==> src/rtl/tiny16_pkg.sv <==
// Shared encodings for the tiny16 fetch/execute sequencer: opcodes, FSM states,
// register indices and the decoded-instruction record.
package tiny16_pkg;

    localparam logic [3:0] DEF_PC_IDX = 4'd1;
    localparam logic [3:0] DEF_SP_IDX = 4'd2;

    typedef enum logic [3:0] {
        OP_NOP  = 4'h0, OP_MOV  = 4'h1, OP_LDL  = 4'h2, OP_LDH  = 4'h3,
        OP_LD   = 4'h4, OP_ST   = 4'h5, OP_PUSH = 4'h6, OP_POP  = 4'h7,
        OP_ADD  = 4'h8, OP_SUB  = 4'h9, OP_AND  = 4'hA, OP_OR   = 4'hB,
        OP_JMP  = 4'hC, OP_JZ   = 4'hD, OP_HALT = 4'hE, OP_ILL  = 4'hF
    } opcode_e;

    typedef enum logic [2:0] {
        ST_FETCH, ST_EXEC, ST_MEM, ST_SPADJ, ST_HALT
    } state_e;

    typedef enum logic [1:0] {
        ALU_ADD = 2'd0, ALU_SUB = 2'd1, ALU_AND = 2'd2, ALU_OR = 2'd3
    } alu_op_e;

    // Instruction class decides the path through the FSM after EXEC.
    typedef enum logic [2:0] {
        CLS_NOP, CLS_WRITE, CLS_MEM, CLS_POP, CLS_STOP
    } class_e;

    typedef enum logic [1:0] {
        WR_NONE, WR_FULL, WR_UPPER, WR_LOWER
    } wr_kind_e;

    typedef enum logic [1:0] {
        SRC_MEM, SRC_ALU, SRC_REG, SRC_IMM
    } reg_in_src_e;

    typedef struct packed {
        class_e      cls;
        wr_kind_e    wr;
        reg_in_src_e src;
        logic        jump;
        logic        cond;
        logic        sets_z;
    } decode_t;

endpackage

==> src/rtl/cpu_sequencer_decode.sv <==
// Combinational opcode decoder: maps the opcode field to instruction class,
// register write kind and register-file write-data source.
module seq_decode
    import tiny16_pkg::*;
(
    input  logic [3:0] op,
    output decode_t    dec
);

    always_comb begin
        // NOTE: every output of a combinational block gets a default first so no path infers a latch.
        dec = '{cls: CLS_NOP, wr: WR_NONE, src: SRC_REG, jump: 1'b0, cond: 1'b0, sets_z: 1'b0};
        case (opcode_e'(op))
            OP_NOP:  ;
            OP_MOV:  dec = '{cls: CLS_WRITE, wr: WR_FULL,  src: SRC_REG, jump: 1'b0, cond: 1'b0, sets_z: 1'b0};
            OP_LDL:  dec = '{cls: CLS_WRITE, wr: WR_LOWER, src: SRC_IMM, jump: 1'b0, cond: 1'b0, sets_z: 1'b0};
            OP_LDH:  dec = '{cls: CLS_WRITE, wr: WR_UPPER, src: SRC_IMM, jump: 1'b0, cond: 1'b0, sets_z: 1'b0};
            OP_LD:   dec = '{cls: CLS_MEM,   wr: WR_FULL,  src: SRC_MEM, jump: 1'b0, cond: 1'b0, sets_z: 1'b0};
            OP_ST,
            OP_PUSH: dec = '{cls: CLS_MEM,   wr: WR_NONE,  src: SRC_REG, jump: 1'b0, cond: 1'b0, sets_z: 1'b0};
            OP_POP:  dec = '{cls: CLS_POP,   wr: WR_FULL,  src: SRC_MEM, jump: 1'b0, cond: 1'b0, sets_z: 1'b0};
            OP_ADD,
            OP_SUB,
            OP_AND,
            OP_OR:   dec = '{cls: CLS_WRITE, wr: WR_FULL,  src: SRC_ALU, jump: 1'b0, cond: 1'b0, sets_z: 1'b1};
            OP_JMP:  dec = '{cls: CLS_WRITE, wr: WR_FULL,  src: SRC_REG, jump: 1'b1, cond: 1'b0, sets_z: 1'b0};
            OP_JZ:   dec = '{cls: CLS_WRITE, wr: WR_FULL,  src: SRC_REG, jump: 1'b1, cond: 1'b1, sets_z: 1'b0};
            OP_HALT,
            OP_ILL:  dec = '{cls: CLS_STOP,  wr: WR_NONE,  src: SRC_REG, jump: 1'b0, cond: 1'b0, sets_z: 1'b0};
        endcase
    end

endmodule

==> src/rtl/cpu_sequencer.sv <==
// Multi-cycle fetch/execute controller for the tiny16 register file: fetches over
// a req/ack memory port, then drives register selects, write strobes and PC/SP strobes.
module cpu_sequencer
    import tiny16_pkg::*;
#(
    parameter logic [3:0] PC_IDX = DEF_PC_IDX,
    parameter logic [3:0] SP_IDX = DEF_SP_IDX
) (
    input  logic        clk,
    input  logic        rst,
    output logic        mem_req,
    output logic        mem_we,
    output logic [15:0] mem_addr,
    output logic [15:0] mem_wdata,
    input  logic [15:0] mem_rdata,
    input  logic        mem_ack,
    output logic [3:0]  src_sel,
    output logic [3:0]  dst_sel,
    output logic        in_en,
    output logic        up_en,
    output logic        lo_en,
    output logic        pc_inc,
    output logic        sp_inc,
    output logic        sp_dec,
    output logic [15:0] reg_in,
    input  logic [15:0] reg_src,
    input  logic [15:0] reg_dst,
    output logic [1:0]  alu_op,
    input  logic [15:0] alu_result,
    input  logic        alu_zero,
    output logic        halted,
    output logic        illegal
);

    state_e      state_q, state_d;
    logic [15:0] ir_q, ir_d;
    logic        z_q, z_d;
    logic        halted_q, halted_d;
    logic        illegal_q, illegal_d;

    opcode_e     op;
    logic [3:0]  fld_d, fld_s;
    logic [7:0]  imm8;
    decode_t     dec;

    assign op    = opcode_e'(ir_q[15:12]);
    assign fld_d = ir_q[11:8];
    assign fld_s = ir_q[7:4];
    assign imm8  = ir_q[7:0];

    seq_decode u_decode (
        .op  (ir_q[15:12]),
        .dec (dec)
    );

    assign alu_op  = ir_q[13:12];
    assign halted  = halted_q;
    assign illegal = illegal_q;

    always_ff @(posedge clk or posedge rst) begin
        if (rst) begin
            state_q   <= ST_FETCH;
            ir_q      <= '0;
            z_q       <= 1'b0;
            halted_q  <= 1'b0;
            illegal_q <= 1'b0;
        end else begin
            // NOTE: state registers use non-blocking assignment so every flop samples pre-edge values.
            state_q   <= state_d;
            ir_q      <= ir_d;
            z_q       <= z_d;
            halted_q  <= halted_d;
            illegal_q <= illegal_d;
        end
    end

    always_comb begin
        state_d   = state_q;
        ir_d      = ir_q;
        z_d       = z_q;
        halted_d  = halted_q;
        illegal_d = illegal_q;
        mem_req   = 1'b0;
        mem_we    = 1'b0;
        mem_addr  = '0;
        mem_wdata = '0;
        src_sel   = fld_s;
        dst_sel   = fld_d;
        in_en     = 1'b0;
        up_en     = 1'b0;
        lo_en     = 1'b0;
        pc_inc    = 1'b0;
        sp_inc    = 1'b0;
        sp_dec    = 1'b0;
        reg_in    = '0;

        case (state_q)
            ST_FETCH: begin
                src_sel  = PC_IDX;
                mem_req  = 1'b1;
                mem_addr = reg_src;
                if (mem_ack) begin
                    ir_d    = mem_rdata;
                    pc_inc  = 1'b1;
                    state_d = ST_EXEC;
                end
            end

            ST_EXEC: begin
                case (dec.src)
                    SRC_MEM: reg_in = mem_rdata;
                    SRC_ALU: reg_in = alu_result;
                    SRC_REG: reg_in = reg_src;
                    SRC_IMM: reg_in = {8'h00, imm8};
                endcase
                case (dec.cls)
                    CLS_WRITE: begin
                        if (dec.jump) dst_sel = PC_IDX;
                        // A not-taken JZ simply falls through to the next fetch.
                        if (!dec.cond || z_q) begin
                            in_en = (dec.wr == WR_FULL);
                            up_en = (dec.wr == WR_UPPER);
                            lo_en = (dec.wr == WR_LOWER);
                        end
                        if (dec.sets_z) z_d = alu_zero;
                        state_d = ST_FETCH;
                    end
                    CLS_MEM:  state_d = ST_MEM;
                    CLS_POP:  state_d = ST_SPADJ;
                    CLS_STOP: begin
                        halted_d  = 1'b1;
                        illegal_d = (op == OP_ILL);
                        state_d   = ST_HALT;
                    end
                    default:  state_d = ST_FETCH;
                endcase
            end

            ST_SPADJ: begin
                sp_inc  = 1'b1;
                state_d = ST_MEM;
            end

            ST_MEM: begin
                mem_req = 1'b1;
                reg_in  = mem_rdata;
                case (op)
                    OP_POP: begin
                        src_sel  = SP_IDX;
                        mem_addr = reg_src;
                    end
                    OP_ST: begin
                        mem_we    = 1'b1;
                        mem_addr  = reg_dst;
                        mem_wdata = reg_src;
                    end
                    OP_PUSH: begin
                        dst_sel   = SP_IDX;
                        mem_we    = 1'b1;
                        mem_addr  = reg_dst;
                        mem_wdata = reg_src;
                    end
                    default: mem_addr = reg_src;
                endcase
                if (mem_ack) begin
                    in_en   = (dec.wr == WR_FULL);
                    sp_dec  = (op == OP_PUSH);
                    state_d = ST_FETCH;
                end
            end

            ST_HALT: ;

            default: state_d = ST_FETCH;
        endcase

        // Reset kills any in-flight access and register update immediately.
        if (rst) begin
            mem_req = 1'b0;
            mem_we  = 1'b0;
            in_en   = 1'b0;
            up_en   = 1'b0;
            lo_en   = 1'b0;
            pc_inc  = 1'b0;
            sp_inc  = 1'b0;
            sp_dec  = 1'b0;
        end
    end

endmodule

==> config.mk <==
export PLATFORM = sky130hd
export DESIGN_NAME = cpu_sequencer
export DESIGN_NICKNAME = d
export VERILOG_FILES = /design/src/rtl/tiny16_pkg.sv /design/src/rtl/cpu_sequencer_decode.sv /design/src/rtl/cpu_sequencer.sv
export SDC_FILE = /design/constraint.sdc
export NUM_CORES = 1
export LEC_CHECK = 0
export ABC_CLOCK_PERIOD_IN_PS = 3300
export CAP_MARGIN = 10
export CORE_MARGIN = 4
export CORE_UTILIZATION = 37
export CTS_CLUSTER_SIZE = 10
export DETAILED_ROUTE_END_ITERATION = 7
export MAX_ROUTING_LAYER = met4
export PLACE_DENSITY = 0.92
export SLEW_MARGIN = 20
export SYNTH_ARGS = -nofsm -noshare
export SYNTH_HDL_FRONTEND = slang
export SYNTH_HIERARCHICAL = 1
export SYNTH_SLANG_ARGS = --single-unit
==> constraint.sdc <==
create_clock -name clk -period 3.3 [get_ports clk]
set_input_delay 0.99 -clock clk [delete_from_list [all_inputs] [get_ports clk]]
set_output_delay 0.99 -clock clk [all_outputs]
set_load 0.02 [all_outputs]
==> metrics.md <==
| Metric | Value |
|---|---|
| Psw | approximately 1.6 mW |
| Hold path depth | 1 |
| Number of DRC markers in iteration 0 | around 140 |
| HPWL after DPL | slightly above 7000 um |
| Pwr/cell area | 910 nW/um2 |
| Power Internal | about 1.7 mW |
| Total core area | 5240 um2 |
| Startpoint type of the worst setup path | flip-flop |
| Global Route Usage Sum | 0.268 |
| Synth area leaders | dfrtp_1 (27%), a22o_1 (9.8%), mux2_2 (9.3%), and2_1 (5.2%), mux2i_1 (4.4%) |
| DP Worst Slack | -0.273 ns |
| Initial Util | 0.392 |
| Postcts setup bufs | 0 |
| Ys async rst share | 1.00 |
| DR WL/cell | 18.9 um |
| Layout cells sized above 1 | 0.253 |
| P&R area growth vs syn | 77.1% |
| GRT Residual Overflow | 0 |
| Ys flop type | dfrtp_1 |
| WP data required | approximately 2.3 ns |
| Seq/Total Area, Yosys | 0.268 |
| Slew HR | 0.710 |
| VDD IR max | 566 uV |
| Switching Fraction | 0.492 |
| Ys Warns | 6 |
| Most common cell in the synthesized netlist | a22o_1 |
| Final Routed Wirelength | 8660 um |
| Ant diodes | 0 |
| Clock-pin slew on the worst setup and hold paths | 0.08 ns |
| Pin count of the biggest net entering global routing | 32 |
| #FFs+latches synth | 22 |
| Fin crit period | approximately 3.2 ns |
| Area of the mapped netlist | between 2000 and 2500 um2 |
| Vias | around 2500 |
| Final worst-path cycle share | 0.978 |
| Final Max Tran Viols | 0 |
| Synth top area share | 0.268 |
| Hold Crit Class | reg2reg |
| Final setup viols | 0 |
| CP Class | reg2out |
| EDFF count, synth | 0 |
| Longest Clk Path Bufs | 2 |
| DRC Markers | 0 |
| Final worst setup slack | 0.0740 ns |
| Met1 WL | 3290 um |
| Setup crit end kind | output port |
| DR top layer | met4 |
| Initial antenna violation count | 0 |
| Chip height | a little over 80 um |
| Mapped Nets | 296 |
| Overall power | 3.30 mW |
| Initial DRT Pass Iterations | 4 |
| DIE AREA | 6800 um2 |
| Largest area contributor in the netlist | dfrtp_1 |
| Most frequent cells after synthesis | a22o_1 (23), dfrtp_1 (22), nor2_1 (19) |
| Status | finished, final reports clean |
| Clock latency on the worst-skew pair | between 0.2 and 0.3 ns |
| Die X-Extent | a little over 80 um |
| Clk network pwr share | 0.052 |
| Via/cell ratio | 5.55 |
| Filler Cells Inserted | 419 |
| Routed Antenna Nets | 0 |
| Worst-Margin Slew | 0.433 ns |
| First-pass GRT wire length | 13300 um |
| Placed insts | 455 |
| DR WL met2 | ~4300 um |
| Reg2Reg Depth | 6 |
| Achievable Freq | 0.310 GHz |
| CTS HTree Levels | 1 |
| Combinational share of power | 0.797 |
| CTS Root Cell | clkbuf_8 |
| Port bufs | roughly 140 |
| Mean area per synthesized cell | 8.99 um2 |
| Gate Count Post-Synth | 228 |
| Post-synth cell types | 49 |
| Crit path DAT | 2.24 ns |
| Met3 wire length | ~610 um |
| RSZ-0062 raised after global routing | false |
| CTS tree | done |
| Sink Count | 22 |
| Worst Clk Skew | 0.00471 ns |
| GPL Wtd Cong | 0.901 |
| Leak Pwr | approximately 1.7 nW |
| CP max FO | 4 |
| Vias in the first global route | 2532 |
| CTS Hold Bufs | 0 |
| Final Hold Fails | 0 |
| Nets | 458 |
| IO Count | 136 |
| CTS Buf Count | 3 |
| Cell Rows | 26 |
| Finished Layout Cells | approximately 460 |
| Max-capacitance violation count | 0 |
| Flop pwr share | 0.151 |
power by group through the flow:
stage | clock, mW | sequential, mW | combinational (mW)
after floorplan | 0 | 0.510 | 1.60
after global placement | 0 | 0.494 | 2.71
after detailed placement | 0 | 0.503 | 2.77
after CTS | 0.173 | 0.497 | 2.64
after global routing | 0.183 | 0.519 | 2.80
final | 0.171 | 0.500 | 2.63
layer usage:
metal | up-vias | global-route usage
li1 | 1177 | -
met1 | 1188 | 0.316
met2 | 143 | 0.449
met5 | - | -
met4 | 0 | 0.151
met3 | 32 | 0.0239
cell usage in the layout, fill, tap and decap left out, types with 3 or more instances in the layout:
cell type | synthesis | layout
nor3b_1 | 3 | 3
nor3_1 | 5 | 5
and3_1 | 3 | 3
dfrtp_1 | 22 | 22
o2bb2ai_1 | 8 | 8
a22o_1 | 23 | 23
nand3_1 | 6 | 6
nor2_1 | 19 | 19
and2_1 | 17 | 17
dlygate4sd2_1 | 0 | 37
mux2i_1 | 9 | 9
nand2_1 | 3 | 3
buf_4 | 5 | 38
clkdlybuf4s50_1 | 0 | 74
mux2_2 | 17 | 17
a22oi_1 | 10 | 8
nand2b_1 | 6 | 6
nor2b_2 | 0 | 3
clkbuf_2 | 1 | 20
clkbuf_8 | 0 | 3
nand4_1 | 4 | 4
nor2b_1 | 7 | 4
inv_1 | 5 | 5
a21oi_1 | 12 | 12
stage by stage:
stage	instance area, um2	hold slack, ns	util	TNS (ns)
2_1_floorplan	2050	0.470	-	0
3_3_place_gp	3700	0.456	0.706	-3.06
3_5_place_dp	3700	0.460	0.706	-3.91
4_1_cts	3690	0.477	0.705	0
5_1_grt	3630	0.523	0.693	0
6_report	3630	0.471	0.693	0
worst max-delay path: stages, from the launching register on:
cell             delay, ns
dfrtp_1               0.42
buf_4                 0.17
inv_6                 0.06
o21ai_2               0.06
a221o_1               0.32
and4bb_2              0.26
buf_4                 0.14
nand3_1               0.11
o21a_1                0.14
clkdlybuf4s15_1       0.30
timing repair:
action | CTS | global route
pin swaps | 0 | 1
gates resized for setup | 64 | 51
endpoints found under the setup margin | 60 | 24
registers in the layout, indices dropped and copies added (netlist names):
register	count
halted	1
z_q	1
state_q	3
ir_q	16
illegal	1
path summary, 6_finish.rpt:
kind	startpoint	to	slack, ns
min	halted	halted	0.47
max	ir_q[13]	dst_sel[1]	0.07
min reg2reg	halted	halted	0.47
min in group asynchronous	rst	z_q	1.27
max reg2reg	state_q[0]	ir_q[13]	1.30
max in group asynchronous	rst	state_q[1]	1.79
kinds of logic (layout without fill, tap and decap cells):
group | Yosys count | in the layout | share of synthesized area
compound gates | 64 | 64 | 0.247
xor+xnor | 4 | 4 | 0.0171
simple gates | 86 | 86 | 0.253
buf+inv | 26 | 186 | 0.0769
mux | 26 | 26 | 0.137
flops | 22 | 22 | 0.268
cell type report:
| cell class | instances | area [um2] | area share |
|---|---|---|---|
| Clock buffer | 3 | 41.3 | 0.0114 |
| Inverter | 6 | 27.5 | 0.00758 |
| Multi-Input combinational cell | 180 | 1370 | 0.377 |
| Sequential cell | 22 | 551 | 0.152 |
| Tap cell | 70 | 87.6 | 0.0241 |
| Timing Repair Buffer | 177 | 1560 | 0.429 |
(Power assumes the default switching activity.)
==> variant 1, RTL diff (same flow settings) <==
Re-encode `state_e` (5 states) as one-hot, 5 bits wide.
--- a/src/rtl/tiny16_pkg.sv
+++ b/src/rtl/tiny16_pkg.sv
@@ -12,8 +12,8 @@
         OP_JMP  = 4'hC, OP_JZ   = 4'hD, OP_HALT = 4'hE, OP_ILL  = 4'hF
     } opcode_e;
 
-    typedef enum logic [2:0] {
-        ST_FETCH, ST_EXEC, ST_MEM, ST_SPADJ, ST_HALT
+    typedef enum logic [4:0] {
+        ST_FETCH = 5'b00001, ST_EXEC = 5'b00010, ST_MEM = 5'b00100, ST_SPADJ = 5'b01000, ST_HALT = 5'b10000
     } state_e;
 
     typedef enum logic [1:0] {
Function: no difference found for any inputs over 10 cycles, from zero or initial values and one cycle with rst high; not proved beyond that.
==> variant 1 against the unedited design <==
  * Register-to-register slack got worse by 0.04 ns
  * Synthesized area rose by 2.0%
  * Highest routed layer unchanged
  * First-iteration DRC count rose by 15%
  * Cell area rose by 5.2%
  * Via count rose by 4.5%
  * Global-route usage fell by 1.2 points
  * Synthesized cell count fell by 0.88%
  * Power fell by 6.2%
  * Worst setup slack got worse by 0.0061 ns
  * Sequential cell count rose by 2
  * Routed wire length rose by 2.7%
  * Largest cell class unchanged
  * Sequential power rose by 10%
  * Cell count rose by 4.1%
==> variant 1: results (changes against the unedited design) <==
- The flow ran to the end, and the final reports show no timing, DRC or antenna violations.
- The filler cell count is 447 (+6.7%).
- The number of global-route vias before repair is 2863 (+13%).
- In this run the worst hold path is classified as flip-flop to flip-flop.
- The global placer's final weighted congestion was 0.919 (+2.0%).
- The kind of cell with the highest combined delay along the critical path is simple AND/OR/NAND/NOR gates.
- The via count normalized by instance count is 5.56 (+0.33%).
- The clock latency on the worst-skew pair came to 0.27 ns (about the same).
- The clock tree buffer depth is 2 (unchanged).
- The iteration-0 DRC count of the detailed router came to 155 (+15%).
- In the final layout, the registers with the most flip-flops are ir_q x16, state_q x5.
- The placed wire-length estimate after detailed placement is 6.93 mm (-1.8%).
- The post-detailed-routing wire length came to 8.89 mm (+2.7%).
- In this design, the stage delay of the slowest critical-path cell is 0.41 ns.
- The layout cell share with drive strength beyond 1 is 34.3% (+9.1 points).
- The cell with the largest stage delay on the worst path is or3b_4.
- The count of inserted antenna diode cells was 0 (unchanged).
- After synthesis, the cell types taking the most area are dfrtp_1 28%, mux2_2 14%, a22o_1 6.7%, o2bb2ai_1 6.3%, a22oi_1 6.1%.
- The most used flip-flop cell after synthesis is dfrtp_1.
- The leakage power summed over all cells came to 1.83 nW (+6.9%).
- The pin count of the biggest net entering global routing is 21 (-34%).
- The count of H-tree levels built during CTS is 1 (unchanged).
- The initial antenna violation count was 0 (unchanged).
- The data arrival time at the worst-slack endpoint is 2.24 ns (about the same).
- The global routing usage summed across all routing layers is 25.6% (-1.2 points).
- The worst-case headroom to the max-slew limit is 68.4% (-2.7 points).
- The average routed wire per standard cell is 18.6 um (-1.4%).
- CTS placed an instance of clkbuf_8 at the clock tree root.
- The proportion of synthesized area in mux cells is 15.0% (+1.2 points).
- The async set or reset register ratio after synthesis is 100% (unchanged).
- The clock tree skew after final layout came to 0.00616 ns (+0.00145 ns).
- Sorting the synthesized cells by how often they occur yields 26 x mux2_2, 23 x dfrtp_1, 19 x and3_1.
- The placed standard-cell area is 3840 um2 (+3.7%).
- The share of the synthesized area in compound gates (AO/OA/AOI/OAI) is 25.2% (+0.48 points).
- The number of cells produced by synthesis came to 226 (-0.88%).
- The net count of the mapped netlist is 294 (-0.68%).
- The count of cell types in the netlist was 45 (-8.2%).
- After clock tree synthesis, the clock-pin slew on the worst setup and hold paths is 0.09 ns.
- The net count reported at finish is 474 (+3.5%).
- The global-route wire length before repair is 14.3 mm (+7.7%).
- The count of port buffers added during placement is 135 (unchanged).
- The sequential share of the synthesized area is 28.8% (+1.9 points).
- The maximum fanout along the worst path is 20 (+16).
- The xor and xnor area share after synthesis came to 1.26% (-0.45 points).
- The peak supply drop is 0.555 mV (-2.0%).
==> variant 1: final cells by class <==
type                    instances  share of cell area, %
flip-flops and latches         24                   15.9
repair buffers                193                   42.6
clock buffers                   3                   1.08
clock inverters                 1                  0.786
inverters                       8                  0.917
multi-input cells             176                   36.4
well taps                      72                   2.36
==> variant 1: worst paths after layout <==
kind,from,endpoint,slack [ns],cells past startpoint
max in group asynchronous,rst,state_q[0],1.91,3
max reg2reg,ir_q[13],state_q[4],1.26,8
max,state_q[3],reg_in[8],0.07,5
min in group asynchronous,rst,state_q[2],1.14,3
min reg2reg,halted,halted,0.48,1
min,halted,halted,0.48,1
==> variant 1: cell families (layout without fill, tap and decap cells) <==
kind of cell	count (synthesis)	count (layout)
AOI/OAI and AO/OA	65	65
xor gates and xnor gates	3	3
buffers and inverters	26	205
DFF	24	24
muxes	28	28
and+or+nand+nor	80	80
==> variant 1: report_power, final <==
part	switching, W	internal (W)
sequential	0.000123	0.000428
clock	0.0000987	0.000162
combinational	0.00118	0.00111
==> variant 1: stage by stage <==
stage | setup slack (ns) | utilization, %
finish | 0.0679 | 69.3
global route | -0.0273 | 69.3
CTS | 0.00164 | 71.1
detailed placement | -0.171 | 69.7
global placement | -0.122 | 69.7
floorplan | 0.119 | -
==> variant 1: routing by layer <==
metal	vias to the layer above	routed length (um)	share of wire [%]	GRT usage [%]
met4	0	97	1.1	6.39
met2	132	4610	52	45.8
met5	-	0	0	-
met1	1283	3540	40	29.0
met3	12	642	7.2	5.46
li1	1227	-	-	-
==> variant 1: repair_timing <==
| action | in CTS | in global routing |
|---|---|---|
| pin swaps | 2 | 6 |
| buffers inserted | 0 | 4 |
| setup endpoints to repair | 64 | 39 |
| gates resized for setup | 106 | 54 |
==> variant 2, RTL diff (same flow settings) <==
Without the edit above. `ir_q` no longer has a reset.
--- a/src/rtl/cpu_sequencer.sv
+++ b/src/rtl/cpu_sequencer.sv
@@ -60,18 +60,20 @@
     always_ff @(posedge clk or posedge rst) begin
         if (rst) begin
             state_q   <= ST_FETCH;
-            ir_q      <= '0;
             z_q       <= 1'b0;
             halted_q  <= 1'b0;
             illegal_q <= 1'b0;
         end else begin
             // NOTE: state registers use non-blocking assignment so every flop samples pre-edge values.
             state_q   <= state_d;
-            ir_q      <= ir_d;
             z_q       <= z_d;
             halted_q  <= halted_d;
             illegal_q <= illegal_d;
         end
+    end
+
+    always_ff @(posedge clk) begin
+        ir_q <= ir_d;
     end
 
     always_comb begin
Function: changed (a bounded check fails within 4 cycles, from zero or initial values and one cycle with rst high).
==> variant 2 against the unedited design <==
  * Maximum frequency increased by 0.15%
  * Synthesized area decreased by 1.7%
  * Sequential cell count unchanged
  * Routed wire length decreased by 7.0%
  * Cell area decreased by 0.41%
  * Clock power increased by 16%
  * Power decreased by 32%
  * Worst setup slack improved by 0.0047 ns
  * Global-route usage decreased by 3.2 points
==> variant 2: results (changes against the unedited design) <==
- The worst-case headroom to the max-slew limit came to 78.8% (+7.8 points).
- The synthesis-to-finish area growth is 79.4%.
- The xor and xnor area share after synthesis is 1.68% (-0.032 points).
- The minimum setup slack after placement is -0.241 ns (+0.0317 ns).
- The global-route wire length before repair came to 11.9 mm (-10%).
- The filler cell count came to 432 (+3.1%).
- The number of cells produced by synthesis is 245 (+7.5%).
- By count the netlist is led by 20 x and3_1, 20 x nand2_1, 19 x nand4_1.
- The via count is 2571 (+1.2%).
- The category of the worst setup path launch point is a flip-flop.
- The global placer's final weighted congestion came to 0.878 (-2.5%).
- The net count of the mapped netlist is 313 (+5.7%).
- The worst hold slack across all endpoints is 0.476 ns (+0.00449 ns).
- In the post-synthesis netlist, the biggest area contributors are edfxtp_1 24%, dfrtp_1 7.4%, and3_1 6.2%, nand4_1 5.9%, o21ai_0 4.0%.
- The sequential share of the synthesized area came to 31.3% (+4.4 points).
- The internal power came to 0.00118 W (-30%).
- The count of H-tree levels built during CTS was 1 (unchanged).
- The peak supply drop is 0.381 mV (-33%).
- The number of placed cells counting well taps is 456 (+0.22%).
- The iteration-0 DRC count of the detailed router was 169 (+25%).
- The placed standard-cell area is 3590 um2 (-2.9%).
- The number of global-route vias before repair was 2469 (-2.5%).
- The layout cell share with drive strength beyond 1 came to 17.8% (-7.5 points).
- The critical register-to-register path endpoint is illegal.
- The global routing usage summed across all routing layers is 23.7% (-3.2 points).
- The combinational power share is 72.0% (-7.7 points).
- The power of the clock network is 0.000198 W (+16%).
- The via count normalized by instance count is 5.54 (about the same).
- The cell depth of the worst min-delay path is 1 (unchanged).
- The post-detailed-routing wire length is 8.05 mm (-7.0%).
- The number of cells traversed by the worst register-to-register path came to 8 (+2).
- In this run the critical register-to-register path is launched from ir_q[13].
- The share of the synthesized area in compound gates (AO/OA/AOI/OAI) was 21.5% (-3.2 points).
- The maximum fanout along the worst path is 5 (+1).
- The placed wire-length estimate after detailed placement is 6.25 mm (-11%).
- The clock tree skew after final layout was 0.00395 ns (-0.000763 ns).
- The pin count of the biggest net entering global routing came to 38 (+19%).
- The leakage power summed over all cells came to 1.83 nW (+6.9%).
- The async set or reset register ratio after synthesis is 27.3% (-73 points).
- The count of flip-flops with a built-in enable after synthesis is 16 (+16).
- The worst reg-to-reg setup slack is 1.39 ns (+0.09 ns).
- The run finished with clean final reports.
- The switching power came to 0.00107 W (-34%).
- The proportion of synthesized area in mux cells was 4.03% (-9.7 points).
- The post-CTS clock slew at the launch and capture registers of the worst setup and hold paths is 0.08 ns (about the same).
==> variant 2: cell types whose count changed in the layout (fill, tap and decap cells not counted), sizes merged, moves of 16 or more <==
cell	before	now
dfrtp	22	6
o21ai	2	18
and3	3	20
mux2	17	1
clkbuf	23	7
nand2	3	20
edfxtp	0	16
==> variant 2: critical path: stages (launching register included) <==
cell and delay, ns:
edfxtp_1 0.45, buf_6 0.15, inv_6 0.04, o21ai_2 0.12, a221o_1 0.17, nor4b_4 0.29, and3_4 0.25, and3b_1 0.17
dlygate4sd2_1 0.31
==> variant 2: logic make-up (layout without fill, tap and decap cells) <==
kind of cell              Yosys count  after routing
AOI/OAI and AO/OA                  62             62
xor gates and xnor gates            3              3
buffers and inverters              35            184
DFF                                22             22
muxes                               8              8
and+or+nand+nor                   115            115
==> variant 2: final cells by class <==
class	count	share of cell area, %
timing repair buffer	171	43.6
sequential	22	17.5
inverter	9	1.07
tap	70	2.42
clock buffer	4	1.52
multi-input combinational	188	33.9
==> variant 2: routing by layer <==
metal / part of all wire (%) / vias up / routed length, um / track usage [%]
met5: 0 / - / 0 / -
met4: 2.0 / 0 / 158 / 5.48
met3: 6.6 / 14 / 531 / 3.62
met2: 53 / 120 / 4240 / 42.2
met1: 39 / 1227 / 3130 / 27.9
li1: - / 1210 / - / -
==> variant 2: how the worst max path moves through the flow <==
stage,to,cells after the start,slack (ns)
floorplan,reg_in[10],8,0.21
global placement,in_en,5,-0.16
detailed placement,reg_in[4],5,-0.24
CTS,reg_in[1],8,0.0007
global route,reg_in[1],8,0.004
finish,dst_sel[2],8,0.08
==> variant 2: repair_timing <==
item / in CTS / in global routing
gates resized for setup: 80 / 36
setup buffers: 2 / 2
endpoints found under the setup margin: 47 / 39
